==> src/rtl/alu_pkg.sv <==
// alu_pkg: shared ALU control codes, MDU op encoding and MDU FSM states
package alu_pkg;
    typedef enum logic [3:0] {
        ALU_ADD, ALU_SUB, ALU_SLL, ALU_SLT, ALU_SLTU,
        ALU_XOR, ALU_SRL, ALU_SRA, ALU_OR, ALU_AND
    } alu_ctrl_e;
    typedef enum logic [2:0] {
        MDU_MUL, MDU_MULH, MDU_MULHSU, MDU_MULHU,
        MDU_DIV, MDU_DIVU, MDU_REM, MDU_REMU
    } mdu_op_e;
    typedef enum logic [1:0] {IDLE, RUN, DONE} mdu_state_e;
endpackage

==> src/rtl/alu_mdu_div.sv <==
// alu_mdu_div: restoring radix-2 divider on magnitudes, one quotient bit per cycle
module alu_mdu_div #(
    parameter int XLEN = 32,
    parameter int CNTW = $clog2(XLEN) + 1
) (
    input  logic            clk,
    input  logic            reset,
    input  logic            start,
    input  logic            kill,
    input  logic [XLEN-1:0] dividend,
    input  logic [XLEN-1:0] divisor,
    output logic            done,
    output logic [XLEN-1:0] quo,
    output logic [XLEN-1:0] rem
);
    logic            busy;
    logic [CNTW-1:0] cnt;
    logic [XLEN-1:0] q, d, r;
    logic [XLEN:0]   r_sh, diff;
    assign r_sh = {r, q[XLEN-1]};
    assign diff = r_sh - {1'b0, d};
    assign done = busy && cnt == CNTW'(XLEN - 1);
    assign quo  = q;
    assign rem  = r;
    always_ff @(posedge clk) begin
        if (reset) begin
            busy <= 1'b0;
            cnt  <= '0;
            q    <= '0;
            d    <= '0;
            r    <= '0;
        end else if (kill) begin
            busy <= 1'b0;
        end else if (start) begin
            busy <= 1'b1;
            cnt  <= '0;
            q    <= dividend;
            d    <= divisor;
            r    <= '0;
        end else if (busy) begin
            cnt  <= cnt + 1'b1;
            busy <= !done;
            r    <= diff[XLEN] ? r_sh[XLEN-1:0] : diff[XLEN-1:0];
            q    <= {q[XLEN-2:0], ~diff[XLEN]};
        end
    end
endmodule

==> src/rtl/alu_mdu.sv <==
// alu_mdu: iterative M-extension multiply/divide unit; ALU_MDU_FAST_MUL_EN selects a single-cycle multiplier
module alu_mdu
    import alu_pkg::*;
#(
    parameter int XLEN = 32,
    parameter int CNTW = $clog2(XLEN) + 1
) (
    input  logic            clk,
    input  logic            reset,
    input  logic            in_valid,
    output logic            in_ready,
    input  logic [2:0]      op,
    input  logic [XLEN-1:0] srcA,
    input  logic [XLEN-1:0] srcB,
    input  logic            flush,
    output logic            out_valid,
    input  logic            out_ready,
    output logic [XLEN-1:0] result,
    output logic            resZero
);
    mdu_state_e        state, state_n;
    mdu_op_e           opc, op_q;
    logic              neg_q, spec_q, acc, is_div, a_sgn, b_sgn, spec_div, run_done, div_done;
    logic [XLEN-1:0]   spec_res, ma, mb, quo, rem, dq, dq_s, fin;
    logic [CNTW-1:0]   cnt;
    logic [2*XLEN-1:0] prod, prod_s;
    assign opc      = mdu_op_e'(op);
    assign is_div   = op[2];
    assign a_sgn    = srcA[XLEN-1] & (opc == MDU_MULH || opc == MDU_MULHSU || opc == MDU_DIV || opc == MDU_REM);
    assign b_sgn    = srcB[XLEN-1] & (opc == MDU_MULH || opc == MDU_DIV || opc == MDU_REM);
    assign ma       = a_sgn ? -srcA : srcA;
    assign mb       = b_sgn ? -srcB : srcB;
    // signed overflow (MIN / -1) and divide-by-zero bypass the iterative divider
    assign spec_div = is_div & (srcB == '0 | (~op[0] & srcA == {1'b1, {(XLEN-1){1'b0}}} & srcB == '1));
    assign in_ready  = state == IDLE;
    assign out_valid = state == DONE;
    assign acc       = in_valid & in_ready & ~flush;
    assign run_done  = op_q[2] ? div_done : cnt == CNTW'(XLEN - 1);
`ifdef ALU_MDU_FAST_MUL_EN
    localparam logic FAST = 1'b1;
    always_ff @(posedge clk) begin
        if (reset) prod <= '0;
        else if (acc) prod <= {{XLEN{1'b0}}, ma} * {{XLEN{1'b0}}, mb};
    end
`else
    localparam logic FAST = 1'b0;
    logic [XLEN-1:0] mc;
    logic [XLEN:0]   sum;
    assign sum = {1'b0, prod[2*XLEN-1:XLEN]} + (prod[0] ? {1'b0, mc} : '0);
    always_ff @(posedge clk) begin
        if (reset) begin
            prod <= '0;
            mc   <= '0;
        end else if (acc) begin
            prod <= {{XLEN{1'b0}}, mb};
            mc   <= ma;
        end else if (state == RUN && !op_q[2]) begin
            prod <= {sum, prod[XLEN-1:1]};
        end
    end
`endif
    always_ff @(posedge clk) begin
        if (reset) state <= IDLE;
        else state <= state_n;
    end
    always_comb begin
        state_n = state;
        if (flush) state_n = IDLE;
        else if (state == IDLE && acc) state_n = (spec_div || (FAST && !is_div)) ? DONE : RUN;
        else if (state == RUN && run_done) state_n = DONE;
        else if (state == DONE && out_ready) state_n = IDLE;
    end
    always_ff @(posedge clk) begin
        if (reset) begin
            op_q     <= MDU_MUL;
            neg_q    <= 1'b0;
            spec_q   <= 1'b0;
            spec_res <= '0;
            cnt      <= '0;
        end else if (acc) begin
            op_q     <= opc;
            neg_q    <= (op[2] & op[1]) ? a_sgn : a_sgn ^ b_sgn;
            spec_q   <= spec_div;
            spec_res <= srcB == '0 ? (op[1] ? srcA : '1) : (op[1] ? '0 : srcA);
            cnt      <= '0;
        end else if (state == RUN) begin
            cnt      <= cnt + 1'b1;
        end
    end
    alu_mdu_div #(.XLEN(XLEN), .CNTW(CNTW)) u_div (
        .clk      (clk),
        .reset    (reset),
        .start    (acc & is_div & ~spec_div),
        .kill     (flush),
        .dividend (ma),
        .divisor  (mb),
        .done     (div_done),
        .quo      (quo),
        .rem      (rem)
    );
    assign prod_s  = neg_q ? -prod : prod;
    assign dq      = op_q[1] ? rem : quo;
    assign dq_s    = neg_q ? -dq : dq;
    assign fin     = spec_q ? spec_res : op_q[2] ? dq_s :
                     op_q == MDU_MUL ? prod_s[XLEN-1:0] : prod_s[2*XLEN-1:XLEN];
    assign result  = out_valid ? fin : '0;
    assign resZero = result == '0;
endmodule
==> config.mk <==
export PLATFORM = sky130hd
export DESIGN_NAME = alu_mdu
export DESIGN_NICKNAME = d
export VERILOG_FILES = /design/src/rtl/alu_pkg.sv /design/src/rtl/alu_mdu_div.sv /design/src/rtl/alu_mdu.sv
export SDC_FILE = /design/constraint.sdc
export NUM_CORES = 1
export LEC_CHECK = 0
export CAP_MARGIN = 10
export CELL_PAD_IN_SITES_DETAIL_PLACEMENT = 1
export CELL_PAD_IN_SITES_GLOBAL_PLACEMENT = 2
export CORE_MARGIN = 2
export CORE_UTILIZATION = 30
export CTS_CLUSTER_DIAMETER = 30
export DETAILED_ROUTE_END_ITERATION = 6
export GPL_TIMING_DRIVEN = 0
export PLACE_DENSITY_LB_ADDON = 0.12
export RECOVER_POWER = 25
export SLEW_MARGIN = 25
export SYNTH_ARGS = -nofsm -noshare
export SYNTH_HDL_FRONTEND = slang
export SYNTH_HIERARCHICAL = 1
export SYNTH_SLANG_ARGS = --single-unit
==> constraint.sdc <==
create_clock -name clk -period 6.4 [get_ports clk]
set_input_delay 0.64 -clock clk [delete_from_list [all_inputs] [get_ports clk]]
set_output_delay 0.64 -clock clk [all_outputs]
set_load 0.02 [all_outputs]
# --- Word-level counts from Yosys, hierarchy flattened ---
# Index checks and enable logic that the tools add are counted.
classes:
  eq_ne: 10
  reduce_logical: 23
  bitwise_logic: 16
  mux: 30
  addsub: 8
op_table:
  columns: ["op", "count"]
  rows:
  - ["two-way mux 32 bit", 19]
  - ["negation 32 bit", 3]
  - ["== test 32 bit, second input constant", 2]
  - ["zero test 32 bit", 2]
  - ["two-way mux 64 bit", 1]
  - ["negation 64 bit", 1]
  - ["adder 32 x 32 -> 33 bit", 1]
  - ["subtractor 33 x 32 -> 33 bit", 1]
  - ["adder 6 x 1 -> 6 bit, second input constant", 2]
  - ["== test 6 x 5 -> 1 bit, second input constant", 2]
  - ["two-way mux 6 bit", 2]
  - ["bitwise AND 1 bit", 10]
  - ["two-way mux 2 bit", 4]
  - ["== test 3 bit, second input constant", 2]
  - ["logical AND 1 bit", 5]
  - ["logical OR 1 bit", 5]
  - ["two-way mux 1 bit", 4]
  - ["inverter 1 bit", 4]
  - ["AND reduction 2 bit", 2]
  - ["nonzero test 2 bit", 2]
  - ["OR reduction 2 bit", 2]
  - ["== test 3 x 1 -> 1 bit, second input constant", 1]
  - ["== test 3 x 2 -> 1 bit, second input constant", 1]
  - ["zero test 3 bit", 1]
  - ["other kinds (7)", 8]
word_totals:
  output_inout_bits: 35
  in_bits: 72
  word_cells: 101
  reg_bits: 244

# --- Depth between registers and ports, before layout ---
# Gate-level depths: netlist of run 1.
logic_depth:
  word_depth: 9
  ltp_mapped: 17
  depth_no_buf: 15

# --- Hierarchy ---
# Netlist of run 1, hierarchy kept.
modules_own_cells:
  columns: ["module", "seq_area_each_um2", "instances", "area_per_inst_um2", "cells_per_inst"]
  rows:
  - ["alu_mdu", 2822.7, 1, 13093.8, 1879]
  - ["alu_mdu_div", 2062.0, 1, 6070.8, 760]

# --- Least setup slack after synthesis of run 1 ---
# No wires, ideal clock.
synth_timing:
  path_kind: "register to output"
  startpoint: "reg op_q[1]"
  endpoint: "out resZero"
  path_buffers: 5
  required_time_ns: 5.760
  stages_incl_launch_ff: 16
  arrival_time_ns: 4.273
  slack_ns: 1.487
  cell_sequence: "dfxtp_1 > buf_2 > buf_2 > buf_1 > buf_1 > buf_1 > mux2i_1 > ha_1 > and4_1 > nand3_1 > mux2i_1 > a221oi_1 > o221ai_1 > nor4b_1 > nand4_1 > nor3_2"
synth_between:
  elab_chain_len: 7
  word_cells_on_any_way: 9
  classes_between: "add/sub (1); mux (6); reduce/logical (2)"
synth_rtl:
  columns: ["element", "line_no", "text"]
  rows:
  - ["start, declared", "alu_mdu.sv:22", "mdu_op_e opc, op_q;"]
  - ["start signal, assigned", "alu_mdu.sv:81", "op_q <= opc;"]
  - ["two-way mux 32 bit", "alu_mdu.sv:102", "assign dq = op_q[1] ? rem : quo;"]
  - ["negation 32 bit", "alu_mdu.sv:103", "assign dq_s = neg_q ? -dq : dq;"]
  - ["two-way mux 32 bit", "alu_mdu.sv:103", null]
  - ["two-way mux 32 bit * (2 in a row)", "alu_mdu.sv:104", "assign fin = spec_q ? spec_res : op_q[2] ? dq_s :"]
  - ["two-way mux 32 bit *", "alu_mdu.sv:106", "assign result = out_valid ? fin : '0;"]
  - ["named net result[30]", "alu_mdu.sv:18", "output logic [XLEN-1:0] result,"]
  - ["zero test 32 bit *", "alu_mdu.sv:107", "assign resZero = result == '0;"]
  - ["end, declared", "alu_mdu.sv:19", "output logic resZero"]
# The timed path passes the listed nets; every way through them passes the cells marked *.

# --- Worst setup path in the final report of run 1 ---
layout_timing:
  startpoint: "reg neg_q"
  endpoint: "out resZero"
layout_between:
  elab_chain_len: 6
  word_cells_on_any_way: 7
  classes_between: "mux (6); reduce/logical (1)"
layout_rtl:
  columns: ["element", "line_no", "text"]
  rows:
  - ["start, declared", "alu_mdu.sv:23", "logic neg_q, spec_q, acc, is_div, a_sgn, b_sgn, spec_div, run_done, div_done;"]
  - ["start signal, assigned", "alu_mdu.sv:82", "neg_q <= (op[2] & op[1]) ? a_sgn : a_sgn ^ b_sgn;"]
  - ["two-way mux 64 bit", "alu_mdu.sv:101", "assign prod_s = neg_q ? -prod : prod;"]
  - ["two-way mux 32 bit", "alu_mdu.sv:105", "op_q == MDU_MUL ? prod_s[XLEN-1:0] : prod_s[2*XLEN-1:XLEN];"]
  - ["two-way mux 32 bit * (2 in a row)", "alu_mdu.sv:104", null]
  - ["two-way mux 32 bit *", "alu_mdu.sv:106", null]
  - ["zero test 32 bit *", "alu_mdu.sv:107", null]
# Every way passes the cells marked *; elsewhere a longest branch is shown, timed or not.

==> results of run 1 <==
## worst max-delay path: cells and delay by family, from the launching register on
kind                   cells  cell delay (ps)
AO/OA/AOI/OAI              3             1050
buffers and inverters      4             2110
AND/OR/NAND/NOR            3              980
flip-flops                 1              570
XOR/XNOR                   1              390
## per-stage QoR
step           TNS (ps)  util, %  instance area (um^2)
3_5_place_dp      -4133    33.77                 21300
4_1_cts               0    38.28                 24150
3_3_place_gp      -3628    33.71                 21260
2_1_floorplan         0        -                 19160
5_1_grt         -0.1590    38.34                 24180
6_report              0    38.35                 24190
## registers in the layout (all words and copies together) (netlist names)
register / flops
neg_q: 1
u_div/busy: 1
u_div/quo: 32
mc: 32
u_div/cnt: 6
prod: 64
spec_res: 32
u_div/d: 32
cnt: 6
u_div/rem: 32
state: 2
spec_q: 1
op_q: 3
## cells by family after synthesis
logic type                 count (synthesis)
AOI/OAI and AO/OA                        714
xor gates and xnor gates                 172
adders and majority gates                 73
buffers and inverters                    256
DFF                                      244
muxes                                     97
and+or+nand+nor                         1083
## power breakdown
part | internal [W] | leakage (nW) | switching, W
registers | 0.00159 | 1.99 | 0.0000930
logic | 0.000475 | 5.70 | 0.000911
clock network | 0.00280 | 1.35 | 0.00116
## timing repair
action,CTS,global route
resized for setup,32,14
pin swaps,3,3
setup endpoints to repair,19,2
## final cells by class
cell class / instances / area (um^2)
timing repair buffer: 106 / 1052
clock buffer: 105 / 2211
fill: 7820 / 38890
sequential: 244 / 4886
multi-input combinational: 2139 / 13370
antenna: 2 / 5.005
inverter: 72 / 270.3
buffer: 181 / 800.8
clock inverter: 33 / 533.0
tap: 846 / 1059
## routing by layer
layer,global-route usage [%],up-vias
li1,-,9919
met1,42.96,10893
met2,48.51,754
met3,4.873,172
met4,11.08,0
met5,0,-
## worst max path at each step
stage / start / end / slack, ps
3_3_place_gp: op_q[1]$_SDFFE_PP0P_ / resZero / -1560
6_report: neg_q$_SDFFE_PP0P_ / resZero / 40
4_1_cts: op_q[1]$_SDFFE_PP0P_ / resZero / 20
5_1_grt: prod[0]$_SDFFE_PP0P_ / resZero / -0.2
3_5_place_dp: op_q[1]$_SDFFE_PP0P_ / resZero / -1530
2_1_floorplan: op_q[1]$_SDFFE_PP0P_ / resZero / 1490
## layout by cell type, fill, tap and decap left out, types with 21 or more instances in the layout
master | netlist | layout
nand2_1 | 329 | 329
nor2_1 | 328 | 328
dfxtp_1 | 244 | 243
a21oi_1 | 193 | 193
clkbuf_1 | 140 | 145
o21ai_0 | 144 | 143
nor3_1 | 102 | 99
clkdlybuf4s50_1 | 0 | 99
xnor2_1 | 88 | 88
mux2i_1 | 89 | 87
xor2_1 | 83 | 83
clkbuf_16 | 0 | 76
inv_1 | 72 | 72
ha_1 | 71 | 70
a211oi_1 | 58 | 58
and2_1 | 44 | 42
nand4_1 | 40 | 40
o21ai_1 | 35 | 36
nor4_1 | 39 | 35
nand3_1 | 34 | 34
a21o_1 | 33 | 33
a311oi_1 | 33 | 33
o31ai_1 | 30 | 30
or4_1 | 30 | 29
a31oi_1 | 27 | 26
or3_1 | 21 | 21
==> summary.md, run 1 <==
| Metric | Value |
|---|---|
| Synth Area in XOR/XNOR | `7.958%` |
| HP Class | `flop to flop` |
| Top cell type's share of synthesized area | `about a quarter` |
| Pre-CTS setup slack | `-1530 ps` |
| WP data required | `5760 ps` |
| H-tree depth | `3` |
| Die footprint | `around 66000 um^2` |
| Min-Delay Endpoint | `mc[0]$_SDFFE_PP0P_` |
| Post-synthesis simple-gate area fraction | `around 27%` |
| Post-CTS Setup Bufs | `0` |
| Slew of the pin with the lowest slew margin | `1228 ps` |
| Final min period | `around 6400 ps` |
| Critical path class | `flop to primary output` |
| Vias | `21738` |
| Top Metal Used | `met4` |
| Die extent in y | `approximately 260 um` |
| Final wirelength | `104400 um` |
| IO Count | `between 100 and 150` |
| Die W | `~260 um` |
| Reg2reg end | `u_div/d[27]$_SDFFE_PP0P_` |
| Relative max-transition margin | `16.97%` |
| Status | `finished, final reports clean` |
| Max_cap viols | `0` |
| Async set or reset register ratio after synthesis | `0%` |
| Largest family of logic cells by synthesized area | `simple AND/OR/NAND/NOR gates` |
| Fin crit share | `99.36%` |
| Yosys warns | `6` |
| Mapped cell area | `around 19000 um^2` |
| Initial Util | `30.38%` |
| Net count of the mapped netlist | `2784` |
| Crit path largest cell delay | `650 ps` |
| Final nets | `slightly below 3000` |
| Crit-path cells | `clkbuf_1 -> buf_1 -> clkbuf_2 -> o21ai_0 -> xnor2_1 -> o221ai_1 -> a2111o_1 -> nor4_4 -> nand4_1 -> nor3_4 -> dlygate4sd2_1` |
| Total gr overflow | `0` |
| Area share of fa/ha/maj cells after synthesis | `approximately 4.8%` |
| GPL Wtd Cong | `just under 1` |
| Vias in the first global route | `roughly 22000` |
| Post-synth cell types | `100` |
| Core area | `63080 um^2` |
| First-pass GRT wire length | `about 150000 um` |
| CTS Root Cell | `clkbuf_16` |
| M1 WL | `about 48000 um` |
| Hold_ws | `approximately 450 ps` |
| Post-Syn Area per Cell | `a little over 7 um^2` |
| Worst setup margin | `roughly 41 ps` |
| Register area share after synthesis | `roughly 25%` |
| Post-synth top cells | `nand2_1 (329), nor2_1 (328), dfxtp_1 (244)` |
| FF+latch count, synth | `244` |
| Final Skew | `51.94 ps` |
| Maximum root-to-sink buffer count | `3` |
| Compound-Gate Fraction of Synth Area | `24.31%` |
| Hold Startpoint | `mc[0]$_SDFFE_PP0P_` |
| Remaining antenna violation count | `0` |
| Pin count of the biggest net entering global routing | `20` |
| Worst IR drop on VDD | `slightly below 0.2 mV` |
| Post-detail-place hpwl | `84520 um` |
| Fin cells | `~3700` |
| Max-slew violation count | `0` |
| First-pass DRT Iterations | `5` |
| Num CTS Buffers | `between 70 and 80` |
| Slowest stage cell, crit path | `buf_1` |
| Post-Syn Instances | `2639` |
| Via density | `5.831` |
| Power per cell area | `just under 300 nW/um^2` |
| Post-synthesis mux area share | `under 10%` |
| CP arrival | `between 5000 and 6000 ps` |
| Area leader, netlist | `dfxtp_1` |
| Routed len/inst | `28.01 um` |
| Power, Total | `0.007036 W` |
| Antenna violations before repair | `4` |
| Post-synth EDFFs | `0` |
| Final Hold Vio Count | `0` |
| R2R setup slack | `~1700 ps` |
| Final-report setup violation count | `0` |
| Met3 WL | `about 6700 um` |
| Crit-path max FO | `10` |
| Site Rows | `just over 90` |
| Synth Flop Type | `dfxtp_1` |
| CTS clk-pin slew, worst paths | `40 ps` |
| Largest cells by area after synthesis | `dfxtp_1 (25%), nand2_1 (6.4%), nor2_1 (6.4%), a21oi_1 (5.0%), mux2i_1 (4.6%)` |
| Num Clock Sinks | `244` |
| Clk Latency, worst-skew pair | `roughly 620 ps` |
| Hold_buf cts | `0` |
| Reg2reg start | `state[1]$_SDFFE_PP0P_` |
| CTS tree | `done` |
| Hold path depth | `2` |
| Critical Path Source Type | `flop` |
| Leak | `around 9 nW` |
| Metal2 WL | `46030 um` |
| Crit end category | `primary output` |
| Fmax | `roughly 160 MHz` |
| PortBufs | `104` |
| # DRC | `0` |
| Dpl cells | `3591` |
| Most common cell in the synthesized netlist | `nand2_1` |
| Area Growth Syn to Fin | `26.22%` |
| Gr usage total | `31.01%` |
| 1st-iter DRT viols | `about 2100` |
| R2R depth | `11` |
| Layout cell share with drive strength beyond 1 | `around 8.4%` |
Note: power is estimated with default switching activity, not from simulation.
==> inputs of run 2 (changes only) <==
--- a/config.mk
+++ b/config.mk
@@ -8,7 +8,7 @@
 export CAP_MARGIN = 10
 export CELL_PAD_IN_SITES_DETAIL_PLACEMENT = 1
 export CELL_PAD_IN_SITES_GLOBAL_PLACEMENT = 2
-export CORE_MARGIN = 2
+export CORE_MARGIN = 4
 export CORE_UTILIZATION = 30
 export CTS_CLUSTER_DIAMETER = 30
 export DETAILED_ROUTE_END_ITERATION = 6
==> run 2 against run 1 <==
Die area rose by 3.1%. Sequential share of layout area rose by 0.067 points. Non-clock buffer count did not move. Utilization fell by 0.20 points. Fmax rose by 1.8%. Critical path type unchanged. Largest cell class unchanged. Highest routed layer unchanged.
==> summary.md, run 2 (synthesis results as in run 1) <==
| Metric | Value |
|---|---|
| Status | `finished, final reports clean` |
| Die extent in y | `~260 um` |
| H-tree depth | `3` |
| Max FFs per register | `64` |
| Pre-CTS setup slack | `-1402 ps` |
| Maximum root-to-sink buffer count | `3` |
| CTS clk-pin slew, worst paths | `roughly 40 ps` |
| CTS tree | `done` |
| Relative max-transition margin | `between 20% and 30%` |
| Critical path class | `flop to primary output` |
| Remaining antenna violation count | `0` |
| Final-report setup violation count | `0` |
| Clk Latency, worst-skew pair | `between 600 and 700 ps` |
| Max-slew violation count | `0` |
| Die footprint | `around 68000 um^2` |
| # DRC | `0` |
| RSZ-0062 raised after global routing | `false` |
| Fin cells | `between 3000 and 4000` |
| Final min period | `6248 ps` |
| Antenna violations before repair | `1` |
| First-pass DRT Iterations | `6` |
| Core area | `63200 um^2` |
| Leak | `roughly 9.0 nW` |
| Worst IR drop on VDD | `0.2015 mV` |
| CTS Root Cell | `clkbuf_16` |
| Max_cap viols | `0` |
| Final TNS setup | `0 ps` |
| Routed len/inst | `28.06 um` |
| Dpl cells | `3591` |
| Die W | `around 260 um` |
| HP Class | `flop to flop` |
| CP arrival | `between 5000 and 6000 ps` |
| Biggest register | `prod` |
| Worst setup margin | `~150 ps` |
| Initial Util | `a little under a third` |
| Gr usage total | `29.98%` |
| Final wirelength | `104500 um` |
| Top cell by count, worst path | `buf_4` |
| Most common cell after layout, fill and taps aside | `nand2_1` |
| Via density | `between 5 and 6` |
| PortBufs | `about 100` |
| Crit-path max FO | `10` |
| Post-CTS Setup Bufs | `0` |
| Final Skew | `between 30 and 40 ps` |
| Num CTS Buffers | `76` |
| Power per cell area | `293.2 nW/um^2` |
| Final nets | `2965` |
| Site Rows | `92` |
| Layout cell share with drive strength beyond 1 | `under 10%` |
| Num Clock Sinks | `around 240` |
| Vias in the first global route | `22068` |
| Post-detail-place hpwl | `~85000 um` |
| Pin count of the biggest net entering global routing | `13` |
| 1st-iter DRT viols | `between 1500 and 2000` |
| Area Growth Syn to Fin | `25.80%` |
| Fin crit share | `97.62%` |
| Crit-path cells | `buf_4 -> buf_4 -> clkbuf_1 -> buf_1 -> a21oi_1 -> a211oi_1 -> nand3_1 -> mux2i_1 -> a221oi_2 -> o221ai_2 -> nor4b_1 -> nand4_1 -> nor3_2 -> dlygate4sd2_1` |
| Crit path largest cell delay | `around 600 ps` |
| Crit end category | `primary output` |
| Final Hold Vio Count | `0` |
| Fmax | `around 160 MHz` |
| Slew of the pin with the lowest slew margin | `1119 ps` |
| Commonest cells after routing, fill and taps aside | `nand2_1 (329), nor2_1 (328), dfxtp_1 (243)` |
| Hold_ws | `between 400 and 500 ps` |
| Slowest stage cell, crit path | `buf_1` |
| GPL Wtd Cong | `about 1.0` |
| IO Count | `107` |
| Final core occ | `approximately two fifths` |
| First-pass GRT wire length | `between 150000 and 200000 um` |
| Critical Path Source Type | `flop` |
| WP data required | `5760 ps` |
| Total gr overflow | `0` |
| Vias | `about 22000` |
-- run 2: power breakdown --
group          leakage [nW]  internal [W]  switching [W]
Sequential             1.99       0.00159      0.0000895
Combinational          5.65      0.000470       0.000913
Clock                  1.33       0.00282        0.00119
Total                  8.97       0.00488        0.00219
-- run 2: per-layer routing --
metal  wire (um)  vias to the layer above  GRT usage, %  part of all wire [%]
met2       44650                      807         45.69                    43
li1            -                     9933             -                     -
met1       48800                    10998         42.41                    47
met5           0                        -             0                     0
met3        6943                      189         5.056                   6.6
met4        4118                        0         10.96                   3.9
-- run 2: per-stage QoR --
step	area [um^2]	total power (W)
final	24110	0.007069
after floorplan	19160	0.002493
after global placement	21260	0.003044
after detailed placement	21290	0.003056
after CTS	24100	0.007098
after global routing	24110	0.007302
-- run 2: worst max-delay path, delay by kind of cell, from the launching register on --
kind,cells,cell delay (ps)
buf+inv,5,2070
mux,1,180
flops,1,440
simple gates,4,930
compound gates,4,1320
-- run 2: repair_timing --
action / CTS / global route
hold buffers: 0 / 0
endpoints found under the hold margin: 0 / 0
endpoints found under the setup margin: 18 / 2
gates cloned: 0 / 0
gates resized for setup: 29 / 3
pin swaps: 1 / 1
-- run 2: final timing paths --
kind,slack [ps],to,from,cells past startpoint
worst max-delay path,150,resZero,op_q[1]$_SDFFE_PP0P_,14
worst min-delay path,460,mc[31]$_SDFFE_PP0P_,mc[31]$_SDFFE_PP0P_,2
worst max register to register,1810,u_div/d[26]$_SDFFE_PP0P_,state[1]$_SDFFE_PP0P_,11
worst min register to register,460,mc[31]$_SDFFE_PP0P_,mc[31]$_SDFFE_PP0P_,2
-- run 2: area by class of cell --
cell class | count | area, um^2
diodes | 1 | 2.502
plain buffers | 181 | 802.0
clock buffers | 97 | 2081
clock inverters | 39 | 655.6
fillers | 7667 | 39090
inverters | 72 | 270.3
multi-input cells | 2139 | 13310
flip-flops and latches | 244 | 4886
well taps | 846 | 1059
repair buffers | 106 | 1049
==> variant 1: new RTL, settings of run 1 <==
Re-encode `mdu_state_e` (3 states) as one-hot, 3 bits wide.
--- a/src/rtl/alu_pkg.sv
+++ b/src/rtl/alu_pkg.sv
@@ -8,6 +8,6 @@
         MDU_MUL, MDU_MULH, MDU_MULHSU, MDU_MULHU,
         MDU_DIV, MDU_DIVU, MDU_REM, MDU_REMU
     } mdu_op_e;
-    typedef enum logic [1:0] {IDLE, RUN, DONE} mdu_state_e;
+    typedef enum logic [2:0] {IDLE = 3'b001, RUN = 3'b010, DONE = 3'b100} mdu_state_e;
 endpackage
 
Check against the original RTL: same outputs for any inputs over 4 cycles, from zero or initial values and one cycle with reset high; so few cycles prove little.
==> variant 1 against run 1 <==
  * Final cell count rose by 0.99%
  * Register-to-register slack got worse by 0.23 ns
  * Clock power decreased by 3%
  * Worst hold slack better by 0.0014 ns
  * Via count rose by 0.55%
  * Setup slack gained 0.067 ns
  * Sequential cell count is 1 higher
  * Total power is 2.4% lower
  * Cell area about the same
  * Routed wire length fell by 1.8%
  * Largest power group unchanged
  * Synthesized area increased by 0.42%
  * Core utilization fell by 0.066 points
==> variant 1: results <==
synth:
  synth_cell_type_count: 99
  synth_fa_ha_area_share_pct: 4.98
  synthMuxAreaShare_pct: 5.27
  ys_seq_area_share_pct: 25.5
  synthArstFlopShare_pct: 0
  synthFlopType: "dfxtp_1"
  synth_warnings: 6
  synthXorXnorAreaFrac_pct: 7.52
  synth_commonest_cells: "331 x nand2_1, 326 x nor2_1, 245 x dfxtp_1"
  syn_area_per_cell_sq_um: 7.23
  synth.area.top_cells: "dfxtp_1 25%, nand2_1 6.5%, nor2_1 6.4%"
  synth_nets: 2806
  synth_compound_area_share_pct: 24.3
min_path:
  min_to: "u_div/d[2]"
  hold_path_class: "flop to flop"
  hold_depth: 2
  hp-start: "u_div/d[2]"
placement:
  hpwl_mm: 82.6
  dp.cells: 3615
  pre_cts_ws_ns: -0.834
  gp_congestion: 0.980
  portBuffers: 106
final_layout:
  top_register: "prod"
  fin_nets: 3000
  diodes: 0
  drive_gt1_share_pct: 8.05
  largest_reg_flops: 64
  instances_no_fill: 3765
outcome:
  status: "finished clean"
detailed_routing:
  viasPerCell: 5.81
  drt_iter0_markers: 1841
  drt_first_pass_iters: 5
  routedWlPerCell_um: 27.2
worst_setup_path:
  slowest_stage: "clkbuf_1"
  cp_data_arrival_time_ns: 5.65
  rr_worst_depth: 12
  worstReg2RegEnd: "u_div/d[28]"
  max_stage_delay_ns: 0.54
  rr_startpoint: "state[0]"
  cp_max_fo: 10
  reg2reg_slack_ns: 1.46
power:
  p_leak_nw: 9.03
  ir_worst_vdd_uv: 197
clocking:
  cts-root-buf: "clkbuf_16"
  clkTransAtPathRegs_ns: 0.04
  htreeDepth: 3
  cts_made_buffers: 79
  clockBufferDepth: 3
  clk_latency_ns: 0.62
sta:
  maxSlewHeadroom_pct: 35.7
  timing.hold.ws_ns: 0.455
  clock_skew_ns: 0.0336
global_route:
  grt_pass1_wl_mm: 148
  grt_max_degree: 13
  grt-ovfl-total: 0
  grtUsageTotal_pct: 30.1
  grt_pass1_vias: 21817
  antenna_found_initial: 2
variant 1: changes by cell type after synthesis, sizes merged, moves of 7 or more:
| cell | delta |
|---|---|
| a21oi | +29 |
| nor3 | -15 |
| nor4 | -14 |
| or3 | +14 |
| a31oi | -11 |
| buf | -11 |
| and2 | +10 |
| nand3 | +10 |
| o21ai | +8 |
| o31ai | -7 |
variant 1: how the worst max path moves through the flow:
| stage | startpoint | end | slack (ns) | cells past startpoint |
|---|---|---|---|---|
| finish | op_q[1] | resZero | 0.11 | 16 |
| CTS | op_q[1] | resZero | 0.06 | 17 |
| floorplan | op_q[1] | resZero | 1.19 | 15 |
| detailed placement | op_q[1] | resZero | -0.83 | 16 |
| global route | op_q[1] | resZero | -0.01 | 17 |
| global placement | op_q[1] | resZero | -1.63 | 16 |
variant 1: cell families after synthesis:
family | Yosys count
muxes | 100
AOI/OAI and AO/OA | 732
and+or+nand+nor | 1095
DFF | 245
buffers and inverters | 250
adders and majority gates | 76
xor gates and xnor gates | 163
variant 1: layout make-up:
cell class	instances	area, sq um
Timing Repair Buffer	113	1110
Tap cell	846	1060
Multi-Input combinational cell	2166	13400
Sequential cell	245	4910
Buffer	179	758
Clock inverter	30	363
Clock buffer	115	2310
Inverter	71	267
Fill cell	7690	39000
variant 1: repair_timing:
item | 4_1_cts | 5_1_grt
resized for setup | 27 | 3
hold endpoints to repair | 0 | 0
pin swaps | 4 | 1
setup buffers | 5 | 0
endpoints found under the setup margin | 17 | 12
variant 1: metrics by stage:
step | total power (W) | cell area [sq um]
finish | 0.00687 | 24200
global placement | 0.00297 | 21400
global route | 0.00710 | 24200
floorplan | 0.00247 | 19200
detailed placement | 0.00299 | 21400
CTS | 0.00690 | 24200
variant 1: critical path: cells and delay by family, from the launching register on:
| family | cells | cell delay, ns |
|---|---|---|
| buffers and inverters | 7 | 2.26 |
| AND/OR/NAND/NOR | 5 | 1.56 |
| AO/OA/AOI/OAI | 4 | 0.83 |
| flip-flops | 1 | 0.37 |
variant 1: power breakdown:
group	internal [W]	switching [W]
combinational	0.000463	0.000868
sequential	0.00160	0.0000899
clock	0.00265	0.00120
total	0.00471	0.00215
variant 1: per-layer routing:
layer	global-route usage, %	part of all wire (%)	wire, um	vias to the layer above
li1	-	-	-	10016
met1	41.4	46	47400	10883
met2	46.3	43	44500	799
met3	6.18	7.0	7190	159
met4	10.8	3.5	3540	0
met5	0	0	0	-
==> variant 2: new RTL, settings of run 1 <==
Made on the original files. `XLEN` is set to 32 in 2 places; all go to 16.
--- a/src/rtl/alu_mdu_div.sv
+++ b/src/rtl/alu_mdu_div.sv
@@ -1,6 +1,6 @@
 // alu_mdu_div: restoring radix-2 divider on magnitudes, one quotient bit per cycle
 module alu_mdu_div #(
-    parameter int XLEN = 32,
+    parameter int XLEN = 16,
     parameter int CNTW = $clog2(XLEN) + 1
 ) (
     input  logic            clk,
--- a/src/rtl/alu_mdu.sv
+++ b/src/rtl/alu_mdu.sv
@@ -2,7 +2,7 @@
 module alu_mdu
     import alu_pkg::*;
 #(
-    parameter int XLEN = 32,
+    parameter int XLEN = 16,
     parameter int CNTW = $clog2(XLEN) + 1
 ) (
     input  logic            clk,
Ports: changed (resized result, srcA and srcB); port bits go from 107 to 59. The function was not compared with the original's and may differ.
==> variant 2 against run 1 <==
  * Count of clock-buffer cells in the layout fell by 83
  * Setup slack improved by 0.30 ns
  * Cell area fell by 52%
  * Total power fell by 64%
  * Synthesized area fell by 48%
  * Highest routed layer is now met5
  * Routed wire length fell by 60%
  * Critical path type unchanged
  * Sequential cell count fell by 114
  * Via count fell by 54%
  * Combinational power fell by 58%
==> variant 2: results <==
sta:
  tightest_slew_ns: 1.16
  fmax_mhz: 165
  timing.hold.ws_ns: 0.456
final_layout:
  final_util_pct: 35.8
  largest_reg_flops: 32
  fin_nets: 1474
clocking:
  htreeDepth: 4
  clockBufferDepth: 2
  post_cts_resized: 0
  clkTransAtPathRegs_ns: 0.06
  clk_latency_ns: 0.44
  cts_made_buffers: 17
synth:
  synth_commonest_cells: "181 x nand2_1, 162 x nor2_1, 130 x dfxtp_1"
  synth.area.top_cells: "dfxtp_1 26%, nand2_1 6.9%, nor2_1 6.2%"
  synth_cell_type_count: 97
  syn_area_per_cell_sq_um: 7.51
  synth_nets: 1398
global_route:
  grtUsageTotal_pct: 24.6
  grt_max_degree: 17
  antenna_found_initial: 3
  grt_pass1_vias: 9763
placement:
  portBuffers: 57
  pre_cts_ws_ns: 0.672
  gp_congestion: 0.878
  placed_area_sq_um: 11000
worst_setup_path:
  max_stage_delay_ns: 0.63
  slowest_stage: "clkdlybuf4s50_1"
  reg2reg_slack_ns: 2.42
detailed_routing:
  drt_iter0_markers: 769
  wl_met1_mm: 21.5
  drt_first_pass_iters: 4
  dr_wl_met3_mm: 1.52
power:
  p_sw_share_pct: 32.6
  ir_worst_vdd_uv: 193
outcome:
  status: "finished clean"
-- variant 2: changes by cell type in the layout (fill, tap and decap cells not counted), sizes merged, moves of 92 or more --
cell,before,now
o21ai,180,72
a21oi,195,103
nand2,330,183
nor2,329,162
clkbuf,254,84
dfxtp,244,130
-- variant 2: layer usage --
layer	track usage, %	vias up
met4	4.79	4
met2	37.0	160
li1	-	4893
met3	3.70	36
met1	36.9	4926
met5	0	-
-- variant 2: area by class of cell --
cell class | count | share of cell area, %
antenna | 1 | 0.0216
buffer | 78 | 3.29
clock buffer | 22 | 4.00
clock inverter | 8 | 1.10
inverter | 41 | 1.33
multi-input combinational | 1066 | 58.2
sequential | 130 | 22.4
tap | 442 | 4.77
timing repair buffer | 57 | 4.92
-- variant 2: kinds of logic (layout without fill, tap and decap cells) --
logic type,after synthesis,in the layout,synth area share [%]
muxes,52,52,5.36
DFF,130,130,26.3
buffers and inverters,119,206,5.40
adders and majority gates,43,43,5.60
other,0,1,0
and+or+nand+nor,550,550,27.2
xor gates and xnor gates,76,76,6.93
AOI/OAI and AO/OA,345,345,23.1
-- variant 2: final timing paths --
check / start / to
worst min-delay path: u_div/d[10] / u_div/d[10]
worst max-delay path: op_q[1] / resZero
worst max register to register: state[0] / u_div/d[14]
worst min register to register: u_div/d[10] / u_div/d[10]
-- variant 2: power groups by stage --
stage | Sequential (W) | Combinational, W | Clock [W]
finish | 0.000881 | 0.000590 | 0.00103
global route | 0.000885 | 0.000638 | 0.00108
detailed placement | 0.000898 | 0.000585 | 0
floorplan | 0.000882 | 0.000376 | 0
CTS | 0.000880 | 0.000588 | 0.00105
global placement | 0.000897 | 0.000583 | 0
